### src/rtl/alu_pkg.sv
// ============================================================================
// alu_pkg : shared ALU control codes, slice op codes and sequencer state type.
// Revision: 1.0
// ============================================================================
`default_nettype none

package alu_pkg;

  localparam logic [3:0] ALU_AND = 4'b0000;
  localparam logic [3:0] ALU_OR  = 4'b0001;
  localparam logic [3:0] ALU_ADD = 4'b0010;
  localparam logic [3:0] ALU_SUB = 4'b0110;
  localparam logic [3:0] ALU_SLT = 4'b0111;
  localparam logic [3:0] ALU_NOR = 4'b1100;

  localparam logic [1:0] OP_AND  = 2'b00;
  localparam logic [1:0] OP_OR   = 2'b01;
  localparam logic [1:0] OP_ADD  = 2'b10;
  localparam logic [1:0] OP_LESS = 2'b11;

  typedef enum logic [1:0] {
    ST_IDLE   = 2'd0,
    ST_RUN    = 2'd1,
    ST_FINISH = 2'd2
  } state_t;

  // B is inverted for subtract-style ops and NOR; the carry chain seeds from it.
  function automatic logic needs_binv(input logic [3:0] ctrl);
    return (ctrl == ALU_SUB) || (ctrl == ALU_SLT) || (ctrl == ALU_NOR);
  endfunction

endpackage

`default_nettype wire

### src/rtl/alu_serial_decode.sv
// ============================================================================
// alu_serial_decode : maps a 4-bit ALU control code onto 1-bit slice controls.
// Revision: 1.0
// ============================================================================
`default_nettype none

module alu_serial_decode
  import alu_pkg::*;
(
  input  logic [3:0] ctrl,
  output logic       ainv,
  output logic       binv,
  output logic [1:0] op,
  output logic       is_arith,
  output logic       is_slt,
  output logic       illegal
);

  always_comb begin
    ainv     = 1'b0;
    binv     = needs_binv(ctrl);
    op       = OP_AND;
    is_arith = 1'b0;
    is_slt   = 1'b0;
    illegal  = 1'b0;
    case (ctrl)
      ALU_AND: op = OP_AND;
      ALU_OR:  op = OP_OR;
      ALU_ADD: begin op = OP_ADD;  is_arith = 1'b1; end
      ALU_SUB: begin op = OP_ADD;  is_arith = 1'b1; end
      ALU_SLT: begin op = OP_LESS; is_slt   = 1'b1; end
      ALU_NOR: begin op = OP_AND;  ainv     = 1'b1; end
      default: illegal = 1'b1;
    endcase
  end

endmodule

`default_nettype wire

### src/rtl/alu_serial_ctrl.sv
// ============================================================================
// alu_serial_ctrl : bit-serial sequencer driving one shared 1-bit ALU slice.
// Revision: 1.0
// ============================================================================
`default_nettype none

module alu_serial_ctrl
  import alu_pkg::*;
#(
  parameter int WIDTH = 32,
  parameter int IDXW  = 5
) (
  input  logic             clk_i,
  input  logic             rst_i,
  input  logic             start_i,
  input  logic [WIDTH-1:0] src1_i,
  input  logic [WIDTH-1:0] src2_i,
  input  logic [3:0]       ctrl_i,
  output logic             busy_o,
  output logic             done_o,
  output logic [WIDTH-1:0] result_o,
  output logic             zero_o,
  output logic             cout_o,
  output logic             overflow_o,
  output logic             sl_src1_o,
  output logic             sl_src2_o,
  output logic             sl_ainv_o,
  output logic             sl_binv_o,
  output logic             sl_cin_o,
  output logic [1:0]       sl_op_o,
  input  logic             sl_result_i,
  input  logic             sl_cout_i
);

  localparam logic [IDXW-1:0] LAST_IDX = IDXW'(WIDTH - 1);

  state_t           state;
  logic [WIDTH-1:0] a_q;
  logic [WIDTH-1:0] b_q;
  logic [3:0]       ctrl_q;
  logic [IDXW-1:0]  idx;
  logic             carry;
  logic [WIDTH-1:0] res;
  logic             msb_cin;
  logic             msb_sum;

  logic             dec_ainv;
  logic             dec_binv;
  logic [1:0]       dec_op;
  logic             dec_is_arith;
  logic             dec_is_slt;
  logic             dec_illegal;

  logic             running;
  logic             fin_ovf;
  logic [WIDTH-1:0] fin_result;

  alu_serial_decode u_decode (
    .ctrl     (ctrl_q),
    .ainv     (dec_ainv),
    .binv     (dec_binv),
    .op       (dec_op),
    .is_arith (dec_is_arith),
    .is_slt   (dec_is_slt),
    .illegal  (dec_illegal)
  );

  assign running   = (state == ST_RUN);
  assign sl_src1_o = running & a_q[idx];
  assign sl_src2_o = running & b_q[idx];
  assign sl_ainv_o = running & dec_ainv;
  assign sl_binv_o = running & dec_binv;
  assign sl_cin_o  = running & carry;
  assign sl_op_o   = running ? dec_op : OP_AND;

  // SLT uses the true sign of A-B: raw MSB sum corrected by signed overflow.
  always_comb begin
    fin_ovf    = msb_cin ^ carry;
    fin_result = res;
    if (dec_illegal) begin
      fin_result = '0;
    end else if (dec_is_slt) begin
      fin_result = {{(WIDTH-1){1'b0}}, msb_sum ^ fin_ovf};
    end
  end

  always_ff @(posedge clk_i or posedge rst_i) begin
    if (rst_i) begin
      state      <= ST_IDLE;
      a_q        <= '0;
      b_q        <= '0;
      ctrl_q     <= '0;
      idx        <= '0;
      carry      <= 1'b0;
      res        <= '0;
      msb_cin    <= 1'b0;
      msb_sum    <= 1'b0;
      busy_o     <= 1'b0;
      done_o     <= 1'b0;
      result_o   <= '0;
      zero_o     <= 1'b0;
      cout_o     <= 1'b0;
      overflow_o <= 1'b0;
    end else begin
      done_o <= 1'b0;
      case (state)
        ST_IDLE: begin
          if (start_i) begin
            a_q    <= src1_i;
            b_q    <= src2_i;
            ctrl_q <= ctrl_i;
            idx    <= '0;
            carry  <= needs_binv(ctrl_i);
            busy_o <= 1'b1;
            state  <= ST_RUN;
          end
        end
        ST_RUN: begin
          res[idx] <= sl_result_i;
          carry    <= sl_cout_i;
          idx      <= idx + 1'b1;
          if (idx == LAST_IDX) begin
            msb_cin <= carry;
            msb_sum <= sl_result_i;
            state   <= ST_FINISH;
          end
        end
        ST_FINISH: begin
          result_o   <= fin_result;
          zero_o     <= (fin_result == '0);
          cout_o     <= (dec_is_arith | dec_is_slt) & carry;
          overflow_o <= dec_is_arith & fin_ovf;
          done_o     <= 1'b1;
          busy_o     <= 1'b0;
          state      <= ST_IDLE;
        end
        default: begin
          busy_o <= 1'b0;
          state  <= ST_IDLE;
        end
      endcase
    end
  end

endmodule

`default_nettype wire

### config.mk
export PLATFORM = sky130hd
export DESIGN_NAME = alu_serial_ctrl
export DESIGN_NICKNAME = d
export VERILOG_FILES = /design/src/rtl/alu_pkg.sv /design/src/rtl/alu_serial_decode.sv /design/src/rtl/alu_serial_ctrl.sv
export SDC_FILE = /design/constraint.sdc
export NUM_CORES = 1
export LEC_CHECK = 0
export CORE_ASPECT_RATIO = 0.7
export CORE_MARGIN = 1.5
export CORE_UTILIZATION = 53
export CTS_CLUSTER_DIAMETER = 30
export DETAILED_ROUTE_END_ITERATION = 8
export HOLD_SLACK_MARGIN = 0.05
export PLACE_DENSITY = 0.84
export SYNTH_ARGS = -nofsm -noshare
export SYNTH_HDL_FRONTEND = slang
export SYNTH_SLANG_ARGS = --single-unit
### constraint.sdc
create_clock -name clk_i -period 6.6 [get_ports clk_i]
set_input_delay 1.65 -clock clk_i [delete_from_list [all_inputs] [get_ports clk_i]]
set_output_delay 1.65 -clock clk_i [all_outputs]
set_load 0.05 [all_outputs]
==> results of run 1 <==
[kinds of logic (layout without fill, tap and decap cells)]
kind of cell	count (synthesis)	after routing	share of synthesized area
buf+inv	52	161	0.0382
compound gates	77	77	0.0711
fa+ha+maj	5	5	0.00923
mux	67	67	0.106
simple gates	373	373	0.230
flops	147	147	0.543
xor+xnor	2	2	0.00259
[through the flow]
step,util,area (um^2),setup WS (ns)
floorplan,-,6780,0.999
global placement,0.639,7960,2.22
detailed placement,0.639,7960,2.13
CTS,0.691,8610,1.69
global route,0.691,8610,1.50
finish,0.691,8610,1.68
[power groups by stage]
stage          Sequential [mW]  Clock (mW)  Combinational, mW
2_1_floorplan             1.43           0              0.936
3_3_place_gp              1.57           0               1.10
3_5_place_dp              1.57           0               1.15
4_1_cts                   1.56        1.07               1.17
5_1_grt                   1.61        1.11               1.29
6_report                  1.56        1.06               1.17
[registers in the layout, summed over array words and instances (netlist names)]
name	flops
done_o	1
carry	1
zero_o	1
result_o	32
ctrl_q	4
msb_cin	1
state	2
res	32
msb_sum	1
overflow_o	1
idx	5
a_q	32
busy_o	1
cout_o	1
b_q	32
[cells in the mapped netlist, drive strengths merged (5+ instances only)]
cell type / number
clkbuf: 15
buf: 29
nand2b: 6
nand2: 283
ha: 5
mux2i: 30
nor4: 8
dfrtp: 147
nand3b: 5
nand3: 21
o21ai: 44
nor2: 28
inv: 8
a21oi: 5
mux2: 37
[final timing paths]
kind / end / slack [ns] / cells past startpoint / start
worst max-delay path: sl_src1_o / 1.68 / 6 / idx[2]$_DFFE_PP0P_
worst min-delay path: a_q[5]$_DFFE_PP0P_ / 0.48 / 2 / a_q[5]$_DFFE_PP0P_
worst max register to register: res[7]$_DFFE_PP0P_ / 4.29 / 4 / idx[1]$_DFFE_PP0P_
worst min register to register: a_q[5]$_DFFE_PP0P_ / 0.48 / 2 / a_q[5]$_DFFE_PP0P_
max in group asynchronous: a_q[31]$_DFFE_PP0P_ / 3.65 / 3 / rst_i
min in group asynchronous: result_o[24]$_DFFE_PP0P_ / 1.79 / 2 / rst_i
[layout make-up]
cell class              instances  area [um^2]
clock buffers                  20          447
fillers                       923         3860
clock inverters                12          201
flip-flops and latches        147         3680
repair buffers                121         1200
multi-input cells             524         2840
well taps                     162          203
inverters                       8         35.0
[critical path: stages, from the launching register on]
cell,delay (ns)
dfrtp_1,0.92
or3b_4,0.48
o221ai_2,0.18
o21ai_1,0.09
o211a_1,0.14
a31oi_1,0.21
clkdlybuf4s50_1,0.84
[per-layer routing]
layer	GRT usage	wire (um)	share of wire	up-vias
li1	-	-	-	2595
met1	0.372	7840	0.48	2641
met2	0.375	7220	0.44	217
met3	0.0636	1100	0.068	17
met4	0.0470	117	0.0072	0
met5	0	0	0	-
==> flow_summary.json, run 1 <==
{
  "insertion_delay_ns": 0.42,
  "setup_tns_ns": 0,
  "core_region_area_um2": 12500,
  "p_seq_frac": 0.413,
  "gp_congestion": 0.829,
  "pin_count": 117,
  "worstPathArrival_ns": 3.27,
  "via_per_inst": 5.50,
  "final_common_cell": "nand2_1",
  "cts.sinks": 147,
  "required_ns": 4.95,
  "crit_path_end_kind": "primary output",
  "syn_nets": 801,
  "grt_setup_unrepaired": "no",
  "hold_slack_ns": 0.476,
  "syn_to_final_growth_pct": 27.1,
  "worst_pin_slew_ns": 1.10,
  "synth.top_cell.area_share": 0.543,
  "clk_pin_slew_ns": 0.06,
  "grt_pass1_wl_um": 27300,
  "power_density_nw_per_um2": 441,
  "clkPwrFrac": 0.279,
  "netlist_area_um2": 6780,
  "wl_um": 16300,
  "skew_ns": 0.00799,
  "cellInternalPower_mw": 2.38,
  "synth_area_per_cell_um2": 9.37,
  "cts-hold-fix-buffers": 0,
  "vdd_ir_drop_max_mv": 0.317,
  "netlist_instances": 723,
  "synth_area_leaders": "dfrtp_1 (54%), nand2_1 (16%), mux2_1 (6.1%)",
  "floorplan.initialDensity": 0.544,
  "cts_tree": "done",
  "p_leak_nw": 3.92,
  "finalSetupViolCount": 0,
  "cts_made_buffers": 17,
  "async_flop_share": 1.00,
  "track_usage": 0.251,
  "hold_viol": 0,
  "worst-setup-path-type": "reg2out",
  "yosysSeqAreaShare": 0.543,
  "diodes": 0,
  "drtIter0Drc": 478,
  "dpl.cell_count": 962,
  "port_buffers": 116,
  "ctsResizeCount": 0,
  "sw_frac_of_total": 0.371,
  "drv_cap": 0,
  "drtPass1Iterations": 5,
  "drv_slew": 0,
  "die_area_um2": 13500,
  "synth_seq_cells": 147,
  "fmax_mhz": 203,
  "fp.dieW_um": 138,
  "fin_crit_sh": 0.745,
  "combPwrFrac": 0.308,
  "num_vias": 5470,
  "final_cell_mix": "nand2_1 (283), dfrtp_1 (146), clkdlybuf4s50_1 (116)",
  "post-dp-hpwl_um": 11000,
  "fp.dieH_um": 97.6,
  "htree_levels": 4,
  "ctsRootBufferMaster": "clkbuf_16",
  "relSlewSlack": 0.267,
  "drive_gt1_frac": 0.0517,
  "cp_max_fo": 31,
  "status": "complete, no violations",
  "antenna_left": 0,
  "antenna_found_initial": 0,
  "postCtsSetupBuffers": 0,
  "synth_top_area_cell": "dfrtp_1",
  "cts_buffer_depth": 2,
  "rows": 34,
  "synth_ff_type": "dfrtp_1",
  "period_minus_slack_ns": 4.92,
  "grt_pass1_vias": 5492,
  "final_cells": 994,
  "synth-edff-count": 0,
  "grt_overflow": 0,
  "grt_max_degree": 100,
  "total_power_mw": 3.79,
  "start_kind": "flip-flop",
  "wl_per_cell_um": 16.4,
  "hold_path.class": "reg2reg",
  "p_switching_mw": 1.41,
  "drc": 0,
  "ys_warn_count": 0,
  "num-nets-final": 897,
  "ys_types": 53
}
No activity file was read; power rests on OpenSTA's default activity.
==> run 2, diff against run 1 <==
- clock period: 6.6 -> 5.1 ns (I/O delays scaled with it)
==> run 2 against run 1 <==
Against the previous run:
- sequential share of layout area rose by 0.25 points
- routed wire length rose by 4.2%
- worst setup slack got worse by 1.2 ns
- clock skew rose by 0.0034 ns
- register-to-register slack got worse by 1.4 ns
- critical path depth rose by 1
- via count rose by 1.5%
- die area did not move
- global-route usage rose by 1.1 points
- highest routed layer unchanged
==> flow_summary.json, run 2 (same netlist as run 1, synthesis figures left out) <==
{
  "status": "complete, no violations",
  "dpl_cell_area_um2": 7980,
  "p_seq_frac": 0.418,
  "fp.dieH_um": 97.6,
  "drtIter0Drc": 441,
  "final_cell_mix": "nand2_1 (283), dfrtp_1 (146), clkdlybuf4s50_1 (116)",
  "utilization": 0.687,
  "fin_crit_sh": 0.898,
  "period_minus_slack_ns": 4.58,
  "cts_made_buffers": 17,
  "worst-r2r-cell-count": 5,
  "setup_tns_ns": 0,
  "drc": 0,
  "floorplan.initialDensity": 0.544,
  "clkPwrFrac": 0.256,
  "cts_buffer_depth": 2,
  "rows": 34,
  "ctsResizeCount": 0,
  "min_to": "b_q[10]$_DFFE_PP0P_",
  "grt_setup_unrepaired": "no",
  "gp_congestion": 0.871,
  "clk_pin_slew_ns": 0.06,
  "postCtsSetupBuffers": 0,
  "worst_pin_slew_ns": 1.11,
  "rrSetupSlack_ns": 2.88,
  "die_area_um2": 13500,
  "hp-start": "b_q[10]$_DFFE_PP0P_",
  "pin_count": 117,
  "cts-hold-fix-buffers": 0,
  "cpLargestDelayFamily": "buffers and inverters",
  "via_per_inst": 5.58,
  "cts.sinks": 147,
  "sw_frac_of_total": 0.385,
  "crit_path_end_kind": "primary output",
  "track_usage": 0.261,
  "final_cell_area_um2": 8560,
  "required_ns": 3.83,
  "final_common_cell": "nand2_1",
  "skew_ns": 0.0114,
  "finalSetupViolCount": 0,
  "cts_tree": "done",
  "cp_num_buf_inv": 2,
  "grt_pass1_wl_um": 28000,
  "hold_depth": 2,
  "drv_slew": 0,
  "num_vias": 5550,
  "port_buffers": 116,
  "antenna_found_initial": 0,
  "vdd_ir_drop_max_mv": 0.354,
  "crit_path_top_delay_cell": "clkdlybuf4s50_1",
  "grt_overflow": 0,
  "hold_viol": 0,
  "htree_levels": 4,
  "r2r_end": "result_o[0]$_DFFE_PP0P_",
  "path_cells": "buf_4 > mux2i_1 > o32ai_1 > nand2_1 > o211a_1 > a31oi_1 > clkdlybuf4s50_1",
  "combPwrFrac": 0.326,
  "grt_pass1_vias": 5455,
  "relSlewSlack": 0.259,
  "wl_per_cell_um": 17.0,
  "syn_to_final_growth_pct": 26.3,
  "wl_um": 17000,
  "reg2reg_from": "ctrl_q[3]$_DFFE_PP0P_",
  "p_leak_nw": 3.89,
  "ctsRootBufferMaster": "clkbuf_16",
  "cellInternalPower_mw": 2.96,
  "worst-setup-path-type": "reg2out",
  "drv_cap": 0,
  "drive_gt1_frac": 0.0540,
  "power_density_nw_per_um2": 561,
  "p_switching_mw": 1.85,
  "insertion_delay_ns": 0.42,
  "drtPass1Iterations": 5,
  "cp_max_fo": 21,
  "diodes": 0,
  "worstPathArrival_ns": 3.31,
  "worst_path_largest_cell_delay_ns": 0.84,
  "core_region_area_um2": 12500,
  "post-dp-hpwl_um": 11600,
  "fp.dieW_um": 138,
  "grt_max_degree": 52,
  "start_kind": "flip-flop",
  "hold_path.class": "reg2reg",
  "antenna_left": 0,
  "num-nets-final": 900,
  "fmax_mhz": 218
}
-- run 2: cell count changes in the layout (fill, tap and decap cells not counted), sizes merged --
cell | previous run | this run
buf | 5 | 8
bufinv | 5 | 2
clkbuf | 20 | 21
clkinv | 2 | 4
clkinvlp | 2 | 4
inv | 11 | 7
-- run 2: layout make-up --
| class | count | area, um^2 |
|---|---|---|
| fill | 919 | 3910 |
| multi-input combinational | 524 | 2840 |
| clock buffer | 21 | 470 |
| sequential | 147 | 3680 |
| inverter | 8 | 33.8 |
| tap | 162 | 203 |
| clock inverter | 9 | 106 |
| timing repair buffer | 124 | 1220 |
-- run 2: stage by stage --
step | std cells | setup WS (ns) | total power [mW] | hold WS [ns]
CTS | 995 | 0.544 | 4.80 | 0.481
finish | 995 | 0.519 | 4.80 | 0.478
floorplan | 723 | 1.73 | 3.06 | 0.438
detailed placement | 965 | 1.03 | 3.54 | 0.465
global placement | 965 | 1.09 | 3.45 | 0.457
global route | 995 | 0.413 | 5.06 | 0.498
-- run 2: per-layer routing --
layer / routed length (um) / vias to the layer above / track usage
li1: - / 2591 / -
met1: 7750 / 2741 / 0.373
met2: 7810 / 195 / 0.395
met3: 1150 / 23 / 0.0705
met4: 248 / 0 / 0.0713
met5: 0 / - / 0
-- run 2: how the worst max path moves through the flow --
stage	slack, ns	to	start	cells after the start
after floorplan	1.73	sl_src1_o	idx[0]$_DFFE_PP0P_	6
after global placement	1.09	sl_src1_o	idx[2]$_DFFE_PP0P_	6
after detailed placement	1.03	sl_src1_o	idx[1]$_DFFE_PP0P_	7
after CTS	0.54	sl_src1_o	idx[1]$_DFFE_PP0P_	7
after global routing	0.41	sl_src1_o	idx[1]$_DFFE_PP0P_	7
final	0.52	sl_src1_o	idx[1]$_DFFE_PP0P_	7
-- run 2: power groups by stage --
stage               clock network, mW  registers (mW)  logic (mW)
floorplan                           0            1.85        1.21
global placement                    0            1.99        1.46
detailed placement                  0            2.00        1.55
CTS                              1.24            2.00        1.57
global route                     1.29            2.06        1.71
finish                           1.23            2.01        1.57
-- run 2: worst register-to-register path, cell delays in order, from the launching register on --
cell     delay, ns
dfrtp_1       0.43
nor2b_1       0.16
a21oi_1       0.17
o22a_1        0.90
o32a_1        0.34
o21ai_1       0.08
==> run 3, diff against run 2 <==
--- a/config.mk
+++ b/config.mk
@@ -15,3 +15,4 @@
 export SYNTH_ARGS = -nofsm -noshare
 export SYNTH_HDL_FRONTEND = slang
+export SYNTH_HIERARCHICAL = 1
 export SYNTH_SLANG_ARGS = --single-unit
==> constraint.sdc (replaced) <==
create_clock -name clk_i -period 5.1 [get_ports clk_i]
set_input_delay 1.275 -clock clk_i [delete_from_list [all_inputs] [get_ports clk_i]]
set_output_delay 1.275 -clock clk_i [all_outputs]
set_load 0.01 [all_outputs]
==> run 3 against run 2 <==
Against the previous run:
- clock-buffer cell count down 3
- clock power is essentially flat
- final area is 1.0% lower
- routed wire length shrank 5.4%
==> flow_summary.json, run 3 <==
{
  "path_cells": "mux4_2 > a32oi_1 > a41oi_1 > clkdlybuf4s50_1",
  "synth-edff-count": 0,
  "rrSetupSlack_ns": 2.79,
  "r2r_end": "msb_cin$_DFFE_PP0P_",
  "synth.top_cell.area_share": 0.551,
  "reg2reg_from": "idx[1]$_DFFE_PP0P_",
  "gp_congestion": 0.902,
  "diodes": 0,
  "fp.dieH_um": 96.9,
  "syn_nets": 740,
  "utilization": 0.687,
  "required_ns": 3.83,
  "clkPwrFrac": 0.265,
  "setup_tns_ns": 0,
  "syn_to_final_growth_pct": 26.9,
  "worst-setup-path-type": "reg2out",
  "fp.dieW_um": 137,
  "synth_top_family_by_area": "simple AND/OR/NAND/NOR gates",
  "ctsResizeCount": 0,
  "yosysMostFrequentCell": "nand2_1",
  "hold_viol": 0,
  "worst-r2r-cell-count": 5,
  "via_per_inst": 5.62,
  "num_vias": 5256,
  "vdd_ir_drop_max_mv": 0.337,
  "synth_area_leaders": "dfrtp_1 (55%), nand2_1 (12%), mux2_1 (5.1%)",
  "cp_num_buf_inv": 1,
  "core_region_area_um2": 12300,
  "htree_levels": 4,
  "insertion_delay_ns": 0.42,
  "fin_crit_sh": 0.820,
  "antenna_left": 0,
  "drtIter0Drc": 454,
  "p_switching_mw": 1.67,
  "relSlewSlack": 0.178,
  "antenna_found_initial": 0,
  "async_flop_share": 1.00,
  "worst_pin_slew_ns": 1.23,
  "postCtsSetupBuffers": 0,
  "worst_path_largest_cell_delay_ns": 0.96,
  "netlist_area_um2": 6670,
  "drv_slew": 0,
  "p_seq_frac": 0.444,
  "synth_seq_cells": 147,
  "wl_um": 16000,
  "port_buffers": 116,
  "total_power_mw": 4.60,
  "grt_overflow": 0,
  "drc": 0,
  "final_common_cell": "nand2_1",
  "drv_cap": 0,
  "skew_ns": 0.00864,
  "crit_path_top_delay_cell": "dfrtp_2",
  "worstPathArrival_ns": 2.91,
  "cellInternalPower_mw": 2.93,
  "ctsRootBufferMaster": "clkbuf_16",
  "track_usage": 0.256,
  "synth_fa_ha_area_frac": 0.00938,
  "cts-hold-fix-buffers": 0,
  "fmax_mhz": 239,
  "synth_simple_gate_area_share": 0.206,
  "synthTopCellsByCount": "nand2_1 (222), dfrtp_1 (147), a22o_1 (33)",
  "wl_per_cell_um": 17.1,
  "hp-start": "a_q[27]$_DFFE_PP0P_",
  "rows": 34,
  "clk_pin_slew_ns": 0.06,
  "start_kind": "flip-flop",
  "pre_cts_ws_ns": 1.37,
  "grt_pass1_vias": 5159,
  "cp_max_fo": 34,
  "period_minus_slack_ns": 4.18,
  "pin_count": 117,
  "drtPass1Iterations": 5,
  "hold_depth": 2,
  "ys_types": 47,
  "cpLargestDelayFamily": "flip-flops",
  "synth_ff_type": "dfrtp_1",
  "die_area_um2": 13300,
  "synth_compound_area_frac": 0.0896,
  "ys_warn_count": 6,
  "grt_pass1_wl_um": 26400,
  "cts_tree": "done",
  "yosysSeqAreaShare": 0.551,
  "hold_path.class": "reg2reg",
  "status": "complete, no violations",
  "min_to": "a_q[27]$_DFFE_PP0P_",
  "worst_slack_ns": 0.920,
  "synth_top_area_cell": "dfrtp_1",
  "netlist_instances": 662,
  "crit_path_end_kind": "primary output",
  "combPwrFrac": 0.292,
  "p_leak_nw": 3.90,
  "cts.sinks": 147,
  "crit_start": "idx[1]$_DFFE_PP0P_",
  "synth_xor_area_frac": 0.00488,
  "cts_buffer_depth": 2,
  "synth_area_per_cell_um2": 10.1,
  "floorplan.initialDensity": 0.541,
  "post-dp-hpwl_um": 11000,
  "final_cell_mix": "nand2_1 (222), dfrtp_1 (146), clkdlybuf4s50_1 (116)",
  "power_density_nw_per_um2": 543,
  "grt_setup_unrepaired": "no",
  "finalSetupViolCount": 0,
  "num-nets-final": 839,
  "synthMuxAreaShare": 0.102,
  "cts_made_buffers": 17,
  "drive_gt1_frac": 0.0711,
  "grt_max_degree": 148,
  "sw_frac_of_total": 0.363
}
-- run 3: cell types whose count changed in the layout (fill, tap and decap cells not counted), sizes merged, moves of 7 or more --
| cell | previous run | this run |
|---|---|---|
| a22o | 3 | 33 |
| nand2 | 283 | 226 |
| o21ai | 44 | 13 |
| mux2 | 37 | 30 |
| inv | 7 | 17 |
| nor3 | 2 | 13 |
| nand3 | 21 | 11 |
| o22ai | 3 | 12 |
-- run 3: logic make-up after synthesis --
| kind of cell | after synthesis |
|---|---|
| flops | 147 |
| xor+xnor | 2 |
| fa+ha+maj | 5 |
| mux | 62 |
| simple gates | 316 |
| compound gates | 79 |
| buf+inv | 51 |
-- run 3: power by group through the flow --
stage / Combinational [mW] / Sequential, mW / Clock, mW
final: 1.34 / 2.04 / 1.22
after global routing: 1.49 / 2.09 / 1.29
after CTS: 1.34 / 2.03 / 1.23
after detailed placement: 1.33 / 2.03 / 0
after global placement: 1.25 / 2.03 / 0
after floorplan: 1.07 / 1.80 / 0
-- run 3: layout make-up --
class                      count  area, um^2
clock inverter                14         140
fill                         871        3870
inverter                      10        41.3
timing repair buffer         121        1210
clock buffer                  18         439
multi-input combinational    464        2760
tap                          162         203
sequential                   147        3680
-- run 3: metal layers --
layer	global-route usage	wire length (um)
met2	0.344	6940
met1	0.406	7650
met3	0.0660	1240
met5	0	0
met4	0.0737	210
-- run 3: stage by stage --
stage          hold WS [ns]  instances  instance area (um^2)
6_report              0.478        936                  8470
5_1_grt               0.500        936                  8470
2_1_floorplan         0.440        662                  6680
3_5_place_dp          0.462        904                  7890
3_3_place_gp          0.465        904                  7890
4_1_cts               0.484        936                  8470
-- run 3: worst max-delay path by stage --
stage	to	cells past startpoint	slack, ns
3_3_place_gp	sl_src1_o	4	1.45
6_report	sl_src1_o	4	0.92
5_1_grt	sl_src1_o	4	0.80
3_5_place_dp	sl_src1_o	4	1.37
2_1_floorplan	a_q[0]$_DFFE_PP0P_	1	1.98
4_1_cts	sl_src1_o	4	0.92
-- run 3: worst register-to-register path: stages, from the launching register on --
cell	delay, ns
dfrtp_2	0.96
ha_1	0.41
and3_1	0.19
ha_1	0.18
nand2_1	0.11
mux2_1	0.34
